==> config.mk <==
export PLATFORM = sky130hd
export DESIGN_NAME = knn_vote
export DESIGN_NICKNAME = d
export VERILOG_FILES = /design/src/rtl/knn_vote.sv
export SDC_FILE = /design/constraint.sdc
export NUM_CORES = 1
export LEC_CHECK = 0
export ABC_CLOCK_PERIOD_IN_PS = 7060
export CORE_AREA = 10 10 445 447
export DETAILED_ROUTE_END_ITERATION = 8
export DIE_AREA = 0 0 455 457
export PLACE_DENSITY = 0.3
export REMOVE_ABC_BUFFERS = 1
export SYNTH_ARGS = -nofsm -noshare
export SYNTH_HDL_FRONTEND = slang
export SYNTH_SLANG_ARGS = --single-unit
==> constraint.sdc <==
create_clock -name clk -period 7.06 [get_ports clk]
set_clock_uncertainty 0.05 [all_clocks]
set_input_delay 1.059 -clock clk [delete_from_list [all_inputs] [get_ports clk]]
set_output_delay 1.059 -clock clk [all_outputs]
set_load 0.01 [all_outputs]
==> src/rtl/knn_vote.sv <==
// KNN majority vote: captures the sorted distance/type arrays on a valid_sort
// rising edge, counts the K nearest labels, then scans the classes for the winner.

module knn_vote_cnt #(
  parameter int CW = 6
) (
  input  logic          clk,
  input  logic          rst,
  input  logic          clr,
  input  logic          inc,
  output logic [CW-1:0] cnt
);
  always_ff @(posedge clk or posedge rst) begin
    if (rst)      cnt <= '0;
    else if (clr) cnt <= '0;
    else if (inc) cnt <= cnt + 1'b1;
  end
endmodule

module knn_vote #(
  parameter int L      = 5,
  parameter int W      = 32,
  parameter int TYPE_W = 3,
  parameter int K      = 5
) (
  input  logic                       clk,
  input  logic                       rst,
  input  logic                       valid_sort,
  input  logic [W*(1<<L)-1:0]        distance_array_sorted,
  input  logic [TYPE_W*(1<<L)-1:0]   type_array_sorted,
  output logic [TYPE_W-1:0]          class_type,
  output logic [L:0]                 class_votes,
  output logic [W-1:0]               nearest_distance,
  output logic                       busy,
  output logic                       done_class
);
  localparam int N     = 1 << L;
  localparam int T     = 1 << TYPE_W;
  localparam int IDX_W = (K > 1) ? $clog2(K) : 1;

  if (K < 1 || K > N) begin : g_bad_k
    $error("knn_vote: K must satisfy 1 <= K <= N");
  end

  typedef enum logic [1:0] {IDLE, COUNT, SELECT} state_t;
  state_t state, state_nxt;

  logic                     valid_q;
  logic                     start;
  logic [K-1:0][TYPE_W-1:0] types_q;
  logic [IDX_W-1:0]         idx;
  logic [TYPE_W-1:0]        cls, best_cls, sel_cls;
  logic [L:0]               best_cnt, sel_cnt;
  logic [T-1:0][L:0]        cnt;
  logic                     last_idx, last_cls;
  logic                     unused_ok;

  // Only entry 0 of distances and entries 0..K-1 of types matter.
  assign unused_ok = ^{distance_array_sorted, type_array_sorted};

  assign start    = valid_sort & ~valid_q;
  assign last_idx = (idx == IDX_W'(K-1));
  assign last_cls = (cls == {TYPE_W{1'b1}});

  for (genvar c = 0; c < T; c++) begin : g_cnt
    knn_vote_cnt #(.CW(L+1)) u_cnt (
      .clk (clk),
      .rst (rst),
      .clr ((state == IDLE) && start),
      .inc ((state == COUNT) && (types_q[idx] == TYPE_W'(c))),
      .cnt (cnt[c])
    );
  end

  // Strict greater-than keeps the lowest class index on ties.
  always_comb begin
    sel_cls = best_cls;
    sel_cnt = best_cnt;
    if (cls == '0) begin
      sel_cls = '0;
      sel_cnt = cnt[0];
    end else if (cnt[cls] > best_cnt) begin
      sel_cls = cls;
      sel_cnt = cnt[cls];
    end
  end

  always_ff @(posedge clk or posedge rst) begin
    if (rst) state <= IDLE;
    else     state <= state_nxt;
  end

  always_comb begin
    state_nxt = state;
    case (state)
      IDLE:    if (start)    state_nxt = COUNT;
      COUNT:   if (last_idx) state_nxt = SELECT;
      SELECT:  if (last_cls) state_nxt = IDLE;
      default:               state_nxt = IDLE;
    endcase
  end

  always_ff @(posedge clk or posedge rst) begin
    if (rst) begin
      valid_q          <= 1'b0;
      types_q          <= '0;
      idx              <= '0;
      cls              <= '0;
      best_cls         <= '0;
      best_cnt         <= '0;
      class_type       <= '0;
      class_votes      <= '0;
      nearest_distance <= '0;
      busy             <= 1'b0;
      done_class       <= 1'b0;
    end else begin
      valid_q    <= valid_sort;
      done_class <= 1'b0;
      case (state)
        IDLE: begin
          if (start) begin
            for (int i = 0; i < K; i++)
              types_q[i] <= type_array_sorted[i*TYPE_W +: TYPE_W];
            nearest_distance <= distance_array_sorted[W-1:0];
            idx              <= '0;
            busy             <= 1'b1;
          end
        end
        COUNT: begin
          idx <= idx + 1'b1;
          if (last_idx) cls <= '0;
        end
        SELECT: begin
          best_cls <= sel_cls;
          best_cnt <= sel_cnt;
          cls      <= cls + 1'b1;
          if (last_cls) begin
            class_type  <= sel_cls;
            class_votes <= sel_cnt;
            done_class  <= 1'b1;
            busy        <= 1'b0;
          end
        end
        default: ;
      endcase
    end
  end
endmodule

==> metrics list, run 1 <==
- Summed over all nets, the switching power comes to 1452 uW.
- Power Dens Cells: 326.2 mW/mm2
- The clock drives 124 sinks.
* Number of max-slew violations in the final report: 0
* Pre-CTS setup slack: 2.840 ns
- Proportion of synthesized chip area in sequential cells: 49.85%
* Flip-flop cell with the highest count after synthesis: sky130_fd_sc_hd__dfrtp_1
- Number of placement rows: 160
- Number of buffers added to fix hold violations after cts: 0
- After the last flow step, the layout net total stands at 1882.
* Worst Path Buf+Inv: 0
- RD Place Congestion: 0.6410
- Drt drc: 0
- Sum of negative setup slack: 0 ns
* Delay of the slowest cell on the worst path: 0.99 ns
- Number of antenna violations at the first check in global routing: 2
* Most used cells in the layout excluding fill and tap cells: sky130_fd_sc_hd__nand2_1 (216), sky130_fd_sc_hd__dfrtp_1 (124), sky130_fd_sc_hd__clkdlybuf4s50_1 (92), sky130_fd_sc_hd__nor2_1 (32), sky130_fd_sc_hd__o21ai_0 (28)
* CP delay by family, top: compound AO/OA/AOI/OAI gates
* CTS tree: yes
- Count of antenna-violating nets left after detailed routing: 0
- Horizontal extent of the die: 455 um
- Via Count: 4998
- In the final routed layout, each cell accounts on average for 8.384 um.
- Root Buffer: sky130_fd_sc_hd__clkbuf_16
- Post-layout instance count excluding filler cells: 3265
* EDFF count, synth: 0
- The total overflow left after global routing is 0.
- Number of instances in the placed design: 3232
- Of the total power, the share spent switching nets is 41.11%.
* Total chip power: 3531 uW
- TritonCTS created 17 clock buffers.
* Total count of hold-check failures in the final report: 0
- Max-cap violations in this run came to 0.
- Number of primary I/O pins: 1166
* Final worst slack: 2.874 ns
- Number of register bits inferred by synthesis: 124
- STA classifies the critical path startpoint as a flip-flop.
- Combined area of all synthesized cells: 0.006225 mm2
- The cell count after synthesis came out at 662.
* Overall die area: 0.2079 mm2
- Highest net fanout along the worst path: 19
- Overall global routing resource usage: 2.722%
- Gate power share: 37.7%
- Worst slew margin: 13.78%
* Worst Max-Slew Pin Slew: 1.289 ns
- The smallest clock period supported by the final layout is computed as 4.186 ns.
* Unrepaired setup endpoints after global routing: no
- Placeable core region: 0.1892 mm2
- Most common cell after layout, fill and taps aside: sky130_fd_sc_hd__nand2_1
* DP HPWL: 20.28 mm
* Hold WC Path Type: reg -> reg
* Number of levels the H-tree was split into: 4
- Registers take 0.003103 mm2.
- IO Port Bufs: 92
- Latest clock arrival within the worst-skew pair: 0.48 ns
- The signal on the critical path passes through mux4_2, nand2_1, nand2_1, ha_1, a21oi_1, o21ai_0, o32a_1, o21ai_1, a221o_1.
- Result of the run: finished, final reports clean
- Fraction of power consumed by sequential logic: 34.2%
- The post-route netlist has 8.632% of its cells at a drive strength greater than 1.
- Post-cts sizing count: 0
- Wire length the detailed router placed on met1: 12.28 mm
* Mean instance size in the synthesized netlist: 9.403 um2
* Data arrival, critical path: 4.56 ns
- The internal power of the cells totals 2080 uW.
* Max frequency: 238.9 MHz
- Largest voltage drop on the vdd net: 0.0002048 V
* Multi-input combinational cell area: 0.002893 mm2
* Most common cell type on the critical path: sky130_fd_sc_hd__nand2_1
* Number of iterations in the first detailed-routing pass: 4
- Total routed wirelength: 27.37 mm
* Part of the total power dissipated in the clock network: 28.1%
- Die height: 457 um
- The first global-routing pass estimated 39.69 mm of wire.
- Wire segments on met3 add up to 1.590 mm in the final route.
- Uppermost layer routed: met4
- Buffers added to address setup during post-CTS repair amount to 0.
- After synthesis, the netlist uses 55 different library cells.
- Yosys printed 0 warnings.
- Counting along the longest clock path gives a buffer depth of 2.
- For this design, the slowest cell found on the critical path is sky130_fd_sc_hd__dfrtp_1.
* Effective utilization at floorplan: 3.290%
* Violation count after the first detailed-route iteration: 245
* Fraction of registers with async set or reset after synthesis: 100.0%
- Dividing the final minimum period by the clock period gives 59.29%.
- Clock-pin slew was measured on the worst setup and hold paths at 0.06 ns.
- Entering global routing, the biggest net connects 102 pins.
* Filler cell count in the final layout: 22260
- Layout area overhead: 73.91%
- Element type at the critical path end: flip-flop
- Via count of the first global-routing pass: 5115
* Via-to-Cell Ratio: 1.531
- Count of final setup violators: 0
* Critical path class: reg -> reg
- After detailed routing, the met2 layer carries 12.91 mm of wire.
* Data required time at the worst endpoint: 7.43 ns
- Leak: 0.003588 uW
## sequential cells by signal (all words and copies together), names as in the netlist, 2 cells and up
name and cells:
g_cnt.u_cnt.cnt 48, nearest_distance 32, class_votes 6, best_cnt 6, types_q 15, class_type 3, state 2, idx 3
best_cls 3, cls 3
## synthesized netlist by cell type, types with 2 or more instances
cell	number	area [um2]
sky130_fd_sc_hd__or3_1	12	75.07
sky130_fd_sc_hd__xnor2_1	16	140.1
sky130_fd_sc_hd__buf_1	3	11.26
sky130_fd_sc_hd__nor4_1	3	18.77
sky130_fd_sc_hd__o211ai_1	5	37.54
sky130_fd_sc_hd__o31ai_1	6	45.04
sky130_fd_sc_hd__buf_2	2	10.01
sky130_fd_sc_hd__nand2b_1	6	37.54
sky130_fd_sc_hd__a2111oi_2	3	45.04
sky130_fd_sc_hd__a21oi_1	17	85.08
sky130_fd_sc_hd__and3_1	8	50.05
sky130_fd_sc_hd__dfrtp_1	124	3103
sky130_fd_sc_hd__mux2_2	2	22.52
sky130_fd_sc_hd__ha_1	19	237.7
sky130_fd_sc_hd__nand2_1	216	810.8
sky130_fd_sc_hd__mux4_2	15	337.8
sky130_fd_sc_hd__a2111oi_0	2	17.52
sky130_fd_sc_hd__nor2_1	32	120.1
sky130_fd_sc_hd__or2_2	2	12.51
sky130_fd_sc_hd__a211oi_2	2	25.02
sky130_fd_sc_hd__nand3_1	18	90.09
sky130_fd_sc_hd__nor4bb_1	2	20.02
sky130_fd_sc_hd__nand4_1	8	50.05
sky130_fd_sc_hd__a211o_1	3	26.28
sky130_fd_sc_hd__o21ai_0	28	140.1
sky130_fd_sc_hd__a32o_1	2	20.02
sky130_fd_sc_hd__mux2i_1	10	100.1
sky130_fd_sc_hd__clkbuf_1	29	108.9
sky130_fd_sc_hd__inv_1	23	86.33
sky130_fd_sc_hd__or3b_1	2	17.52
sky130_fd_sc_hd__o22ai_1	3	18.77
sky130_fd_sc_hd__a22o_1	2	17.52
sky130_fd_sc_hd__and2_1	3	18.77
sky130_fd_sc_hd__a221o_1	6	60.06
sky130_fd_sc_hd__a31oi_1	6	37.54
sky130_fd_sc_hd__nor3_1	3	15.01
## worst min-delay path, stage by stage, from the launching register on
cell	delay [ns]
sky130_fd_sc_hd__dfrtp_1	0.34
sky130_fd_sc_hd__nand2_1	0.05
sky130_fd_sc_hd__nand2_1	0.05
## layer usage
metal  up-vias  global-route usage [%]
li1       2428                       -
met1      2461                   3.255
met2        86                   4.255
met3        23                   1.035
met4         0                   1.307
met5         -                       0
## stage by stage
stage / hold slack (ns) / area [um2] / utilization (%)
5_1_grt: 0.4425 / 10830 / 5.722
3_3_place_gp: 0.4055 / 10190 / 5.386
3_5_place_dp: 0.4110 / 10190 / 5.386
2_1_floorplan: 0.3869 / 6076 / -
4_1_cts: 0.4293 / 10820 / 5.721
6_report: 0.4207 / 10830 / 5.722
## logic make-up after synthesis
logic type,synth area share (%)
adder cells (fa/ha/maj),3.819
AND/OR/NAND/NOR,22.39
flip-flops,49.85
XOR/XNOR,2.251
multiplexers,7.397
AO/OA/AOI/OAI,10.45
buffers and inverters,3.839
## worst paths after layout
| kind | from | end | slack, ns | cells after the start |
|---|---|---|---|---|
| setup / recovery | cls[1]$_DFFE_PP0P_ | best_cnt[3]$_DFFE_PP0P_ | 2.87 | 9 |
| setup reg to reg | cls[1]$_DFFE_PP0P_ | best_cnt[3]$_DFFE_PP0P_ | 2.87 | 9 |
| min in group asynchronous | rst | nearest_distance[5]$_DFFE_PP0P_ | 0.86 | 2 |
| hold reg to reg | nearest_distance[21]$_DFFE_PP0P_ | nearest_distance[21]$_DFFE_PP0P_ | 0.42 | 2 |
| hold / removal | nearest_distance[21]$_DFFE_PP0P_ | nearest_distance[21]$_DFFE_PP0P_ | 0.42 | 2 |
| max in group asynchronous | rst | class_votes[4]$_DFFE_PP0P_ | 5.18 | 3 |
## power groups by stage
stage               clock network, uW  registers (uW)  logic [uW]
finish                            994            1210        1330
global route                     1070            1260        1510
CTS                              1050            1220        1390
detailed placement                  0            1230        1380
global placement                    0            1230        1400
floorplan                           0            1180         695
## layout make-up
class | instances | share of cell area, %
antenna | 1 | 0.02312
inverter | 24 | 0.8784
tap | 2511 | 29.02
clock inverter | 11 | 1.422
timing repair buffer | 95 | 8.830
multi-input combinational | 478 | 26.72
clock buffer | 21 | 4.438
sequential | 124 | 28.66
Note: power is estimated with default switching activity, not from simulation.
==> inputs of run 2 (changes only) <==
Settings changed: ABC_CLOCK_PERIOD_IN_PS 7060 to 3400, CORE_AREA 10 10 445 447 to 10 10 450 452, DIE_AREA 0 0 455 457 to 0 0 460 462.
Clock period 7.06 ns to 3.4 ns, I/O delays scaled along.
==> metrics list, run 2 (synthesis results as in run 1) <==
* Hold WC Path Type: in -> async
- The worst setup path is captured at a flip-flop.
- Remaining global-route overflow: 0
* Number of primary I/O pins: 1166
- Result of the run: finished, final reports clean
* Maximum capacitance violations: 0
- Count of nets after finishing: 1909
- Post-route fraction of the period consumed by the critical path: 95.04%
* Via Count: 5036
* Count of antenna-violating nets left after detailed routing: 0
* Total count of hold-check failures in the final report: 0
- Most common cell after layout, fill and taps aside: sky130_fd_sc_hd__nand2_1
* Pre-CTS setup slack: 0.01571 ns
- In the layout the commonest cells are sky130_fd_sc_hd__nand2_1 (216), sky130_fd_sc_hd__dfrtp_1 (123), sky130_fd_sc_hd__clkdlybuf4s50_1 (92), sky130_fd_sc_hd__nor2_1 (32), sky130_fd_sc_hd__o21ai_0 (28).
* Data required time at the worst endpoint: 3.72 ns
* CP delay by family, top: compound AO/OA/AOI/OAI gates
* Delay of the slowest cell on the worst path: 0.56 ns
* Number of flip-flops under the largest register name: 48
- Data on the critical path arrives at its endpoint at 3.55 ns.
- Dividing total power by cell area gives a power density of 671.3 mW/mm2.
* Number of max-slew violations in the final report: 0
- Largest registers: g_cnt.u_cnt.cnt x48, nearest_distance x32, types_q x15
- Summing all non-filler instances in the final layout gives an area of 0.01106 mm2.
- The first routing iteration left 209 violations.
- Clock tree synthesis found a total of 124 sinks.
- Static timing analysis puts the maximum clock frequency at 309.5 MHz.
- After detailed placement, the total cell area comes to 0.01048 mm2.
- Ranked by flip-flop count, first place goes to g_cnt.u_cnt.cnt.
- After detailed routing, the average wire length per cell comes to 7.807 um.
- Worst slew margin: 49.69%
- Number of buffers added to fix hold violations after cts: 0
- After floorplanning, the core was sized to cover 0.1938 mm2.
* Highest net fanout along the worst path: 16
- Global Route met2 Usage: 3.975%
* Via count of the first global-routing pass: 5297
- For the pin with the worst max-slew slack, the measured transition is 0.7547 ns.
- The worst-case IR drop observed on VDD is 0.0002894 V.
- Die height: 462 um
- Global routing used 2.501% of the available tracks.
* Critical path class: reg -> reg
- Latest clock arrival within the worst-skew pair: 0.49 ns
* Via-to-Cell Ratio: 1.515
* Proportion of layout cells with a drive suffix above 1: 12.05%
- Met1 Resource Use GR: 2.883%
* Critical-path top delay cell: sky130_fd_sc_hd__mux4_2
* Setup repair bufs after CTS: 0
- Clock-pin slew was measured on the worst setup and hold paths at 0.08 ns.
- Crit-path cells: buf_12, mux4_2, nand2_1, nand2_1, ha_1, a21oi_1, o21ai_0, o32a_1, buf_4, buf_4, and3_1, a221o_1
* Filler cell count in the final layout: 22880
* Tmin final: 3.231 ns
- Leak: 0.003709 uW
* Final core utilization: 5.709%
- STA classifies the critical path startpoint as a flip-flop.
- CTS tree: yes
- Compared with the post-synthesis result, the final layout area differs by 77.71%.
- DP HPWL: 19.30 mm
- During placement, the flow inserted port buffers numbering 92.
- Buffers inserted during clock tree synthesis total 17.
- RD Place Congestion: 0.6626
- Effective utilization at floorplan: 3.212%
- For this run, the detailed router's first-pass iteration total came to 4.
- Worst Path Buf+Inv: 3
* Sum of negative setup slack: 0 ns
- The number of antenna violations at the first check in global routing came to 1.
- Setup violations remaining at the end of the flow were counted as 0.
* Unrepaired setup endpoints after global routing: no
- After global routing, the most crowded layer is met2.
- The worst path meets setup with 0.1687 ns of slack.
- In this run the number of H-tree levels came out at 4.
- Wire length of the first global-routing pass: 37.90 mm
- Entering global routing, the biggest net connects 77 pins.
- From left edge to right edge, the die measures 460 um.
- Met3 Usage GRT: 1.009%
* Drt drc: 0
* Number of placement rows: 162
- No sink is reached through more buffers than the 2 on the longest clock path.
* Overall die area: 0.2125 mm2
- Root Buffer: sky130_fd_sc_hd__clkbuf_16
* Total routed wirelength: 25.94 mm
## run 2: cell count changes in the layout (fill, tap and decap cells not counted), sizes merged
cell    previous run  this run
clkbuf            21        18
bufinv             3         1
clkinv             2         6
buf                3        30
inv               28        29
## run 2: final timing paths
| kind | startpoint | end | slack, ns | depth (start not counted) |
|---|---|---|---|---|
| min reg2reg | types_q[14]$_DFFE_PP0P_ | types_q[14]$_DFFE_PP0P_ | 0.42 | 2 |
| max | cls[1]$_DFFE_PP0P_ | best_cnt[5]$_DFFE_PP0P_ | 0.17 | 12 |
| min in group clk | types_q[14]$_DFFE_PP0P_ | types_q[14]$_DFFE_PP0P_ | 0.42 | 2 |
| min | rst | nearest_distance[12]$_DFFE_PP0P_ | 0.36 | 2 |
| max reg2reg | cls[1]$_DFFE_PP0P_ | best_cnt[5]$_DFFE_PP0P_ | 0.17 | 12 |
| max in group asynchronous | rst | class_votes[1]$_DFFE_PP0P_ | 2.25 | 3 |
## run 2: layout make-up
type | instances | area [um2] | area share (%)
clock buffer | 18 | 439.2 | 3.970
inverter | 24 | 95.09 | 0.8596
tap | 2542 | 3181 | 28.75
multi-input combinational | 478 | 2897 | 26.18
clock inverter | 14 | 135.1 | 1.222
timing repair buffer | 122 | 1209 | 10.93
antenna | 1 | 2.502 | 0.02262
sequential | 124 | 3104 | 28.06
## run 2: per-layer routing
metal | part of all wire (%) | routed length (um)
met4 | 2.3 | 589
met1 | 44 | 11370
met3 | 6.2 | 1610
met5 | 0 | 0
met2 | 48 | 12370
## run 2: power by group
part           switching, uW  internal, uW
Combinational           1720          1380
Sequential               463          1960
Clock                    865          1040
## run 2: repair_timing
action                     in CTS  in global routing
setup endpoints to repair       1                  6
cloned                          0                  0
gates resized for setup         1                  1
## run 2: through the flow
| step | instances | total power (uW) | hold slack [ns] |
|---|---|---|---|
| floorplan | 626 | 3891 | 0.3869 |
| global placement | 3290 | 5716 | 0.4082 |
| detailed placement | 3290 | 5679 | 0.4120 |
| CTS | 3322 | 7697 | 0.3348 |
| global route | 3323 | 8105 | 0.3712 |
| finish | 3323 | 7426 | 0.3573 |
==> inputs of run 3 (changes only) <==
Settings changed: ABC_CLOCK_PERIOD_IN_PS 3400 to 3500, CELL_PAD_IN_SITES_DETAIL_PLACEMENT set to 0, CELL_PAD_IN_SITES_GLOBAL_PLACEMENT set to 2, CORE_AREA 10 10 450 452 to 3 3 455 457, DIE_AREA 0 0 460 462 to 0 0 458 460, PLACE_DENSITY 0.3 to 0.38.
Clock period 3.4 ns to 3.5 ns, I/O delays scaled along.
==> metrics list, run 3 (synthesis results as in run 1) <==
- The flow ran to the end, and the final reports show no timing, DRC or antenna violations.
- In this run the tool buffered the top-level ports with 92 buffer cells.
- Headroom to the max-slew limit came out at 53.73%.
- Counting flops per register, the top entry is g_cnt.u_cnt.cnt.
- Sum of negative setup slack: 0 ns
- Highest net fanout along the worst path: 8
- The number of antenna violations at the first check in global routing came to 2.
- Total count of hold-check failures in the final report: 0
* Switching power: 2959 uW
- The number of buffers and inverters on the critical path is 2.
- Across the VDD grid, the largest voltage drop is 0.0003068 V.
- CP delay by family, top: compound AO/OA/AOI/OAI gates
- The clock reaches the later pin of the worst-skew pair after 0.46 ns.
- The first global-routing pass estimated 39.56 mm of wire.
- During I/O placement, the number of pins put on the boundary was 1166.
- TritonCTS built the clock tree.
* Proportion of layout cells with a drive suffix above 1: 12.13%
* Filler cell count in the final layout: 24100
- Across every metal layer, demand over resource in global routing totals 2.635%.
* Largest registers: g_cnt.u_cnt.cnt x48, nearest_distance x32, types_q x15
* Post-layout instance count excluding filler cells: 3471
- Data arrival, critical path: 3.49 ns
* Layout area overhead: 81.05%
- For this run, design rule violations remaining after detail routing come to 0.
- Count of nets after finishing: 1912
- Tightest hold margin: 0.4087 ns
- Number of flip-flops under the largest register name: 48
- Effective utilization at floorplan: 3.052%
- Critical path class: reg -> reg
- Walking the worst path, the cells encountered are buf_4, mux4_2, nand2_1, nand2_1, ha_1, nand4_1, a21oi_1, o32a_1, o21ai_1, buf_4, a221o_1.
* Via Count: 5111
- Remaining global-route overflow: 0
- Entering global routing, the biggest net connects 50 pins.
- Antenna fix cells: 0
- Horizontal extent of the die: 458 um
- Category of the worst setup path launch point: flip-flop
- In the final routed layout, each cell accounts on average for 7.831 um.
- The die covers 0.2107 mm2.
- For this design, the CTS-stage hold fixing added 0 buffers.
* Post-route fraction of the period consumed by the critical path: 91.21%
- Detailed placement ended at an HPWL of 20.17 mm.
* Gate power share: 41.2%
- Routability-driven placement finished with a final weighted congestion of 0.6277.
* Number of iterations in the first detailed-routing pass: 4
- In the layout the commonest cells are sky130_fd_sc_hd__nand2_1 (216), sky130_fd_sc_hd__dfrtp_1 (123), sky130_fd_sc_hd__clkdlybuf4s50_1 (92), sky130_fd_sc_hd__nor2_1 (32).
- Per report_power, the sequential group accounts for 33.0% of the total.
* Critical R2R Capture: best_cnt[3]$_DFFE_PP0P_
* Count of antenna-violating nets left after detailed routing: 0
* Total chip power: 7263 uW
- Post-cts sizing count: 0
- Critical-path top delay cell: sky130_fd_sc_hd__dfrtp_2
- Number of clock buffers inserted by TritonCTS: 17
* Post-CTS clock slew at the launch and capture registers of the worst setup and hold paths: 0.07 ns
* Number of placement rows: 166
- Worst reg-to-reg path cell count: 11
- Across the whole layout, storage elements account for 0.003104 mm2.
- Part of the total power dissipated in the clock network: 25.8%
* Root Buffer: sky130_fd_sc_hd__clkbuf_16
- For this design, the sink count on the clock tree is 124.
- Violation count after the first detailed-route iteration: 192
- In this run the power density over the cells is 644.5 mW/mm2.
- From bottom edge to top edge, the die measures 460 um.
- Worst Max-Slew Pin Slew: 0.6882 ns
* Data required time at the worst endpoint: 3.80 ns
- The clock passes through at most 2 buffers.
- The worst setup path is captured at a flip-flop.
* Fraction of power spent switching nets: 40.75%
- Most common cell after layout, fill and taps aside: sky130_fd_sc_hd__nand2_1
- Number of levels the H-tree was split into: 4
- For this run, the share of the core covered by cells in the final layout is 5.525%.
* R2r startpoint: cls[1]$_DFFE_PP0P_
- Delay of the slowest cell on the worst path: 0.52 ns
- Counting tap cells, the placed design contains a total of 3439 instances.
- Placeable core region: 0.2040 mm2
- Power Internal: 4303 uW
* Total routed wirelength: 27.18 mm
- The final number of max-transition violations came to 0.
* Via count of the first global-routing pass: 5353
- Derived from the worst setup path, the maximum achievable clock frequency is 313.2 MHz.
* Maximum capacitance violations: 0
- Buffers added to address setup during post-CTS repair amount to 0.
- Unrepaired setup endpoints after global routing: no
- Multi-input combinational cell area: 0.002893 mm2
- Via-to-Cell Ratio: 1.472
* Count of final setup violators: 0
* Worst reg-to-reg setup slack: 0.31 ns
* Tmin final: 3.192 ns
- The worst hold path belongs to the class in -> async.
- Leak: 0.003734 uW
## run 3: cell type report
type | count | area share, %
Multi-Input combinational cell | 478 | 25.67
Clock buffer | 19 | 3.930
Tap cell | 2688 | 29.84
Clock inverter | 13 | 1.243
Inverter | 24 | 0.8438
Sequential cell | 124 | 27.55
Timing Repair Buffer | 125 | 10.92
## run 3: worst max path at each step
stage	end	slack, ns	cells past startpoint	startpoint
floorplan	g_cnt[1].u_cnt.cnt[3]$_DFFE_PP0P_	-3.38	3	state[1]$_DFFE_PP0P_
global placement	best_cnt[4]$_DFFE_PP0P_	0.03	11	cls[1]$_DFFE_PP0P_
detailed placement	best_cnt[1]$_DFFE_PP0P_	0.09	11	cls[1]$_DFFE_PP0P_
CTS	best_cnt[5]$_DFFE_PP0P_	0.05	11	cls[1]$_DFFE_PP0P_
global route	best_cnt[5]$_DFFE_PP0P_	0.03	11	cls[1]$_DFFE_PP0P_
finish	best_cnt[3]$_DFFE_PP0P_	0.31	11	cls[1]$_DFFE_PP0P_
## run 3: layer usage
layer / up-vias / share of wire [%] / GRT usage [%]
li1: 2499 / - / -
met1: 2483 / 47 / 3.315
met2: 103 / 45 / 4.051
met4: 0 / 1.3 / 0.7156
met3: 26 / 6.9 / 1.176
met5: - / 0 / 0
## run 3: power by group through the flow
| stage | combinational, uW | sequential [uW] | clock, uW |
|---|---|---|---|
| 2_1_floorplan | 1400 | 2380 | 0 |
| 3_3_place_gp | 3110 | 2450 | 0 |
| 3_5_place_dp | 3100 | 2440 | 0 |
| 4_1_cts | 3110 | 2420 | 2020 |
| 5_1_grt | 3370 | 2490 | 2050 |
| 6_report | 2990 | 2390 | 1870 |
## run 3: worst register-to-register path, delay by kind of cell (launching register included)
family          cells  cell delay [ns]
fa+ha+maj           1             0.31
simple gates        3             0.35
mux                 1             0.48
buf+inv             2             0.40
compound gates      4             0.95
flops               1             0.52
## run 3: through the flow
| step | setup slack [ns] | instance area (um2) |
|---|---|---|
| global placement | 0.02630 | 10690 |
| floorplan | -3.375 | 6076 |
| global route | 0.02693 | 11270 |
| finish | 0.3076 | 11270 |
| detailed placement | 0.08897 | 10690 |
| CTS | 0.05329 | 11270 |
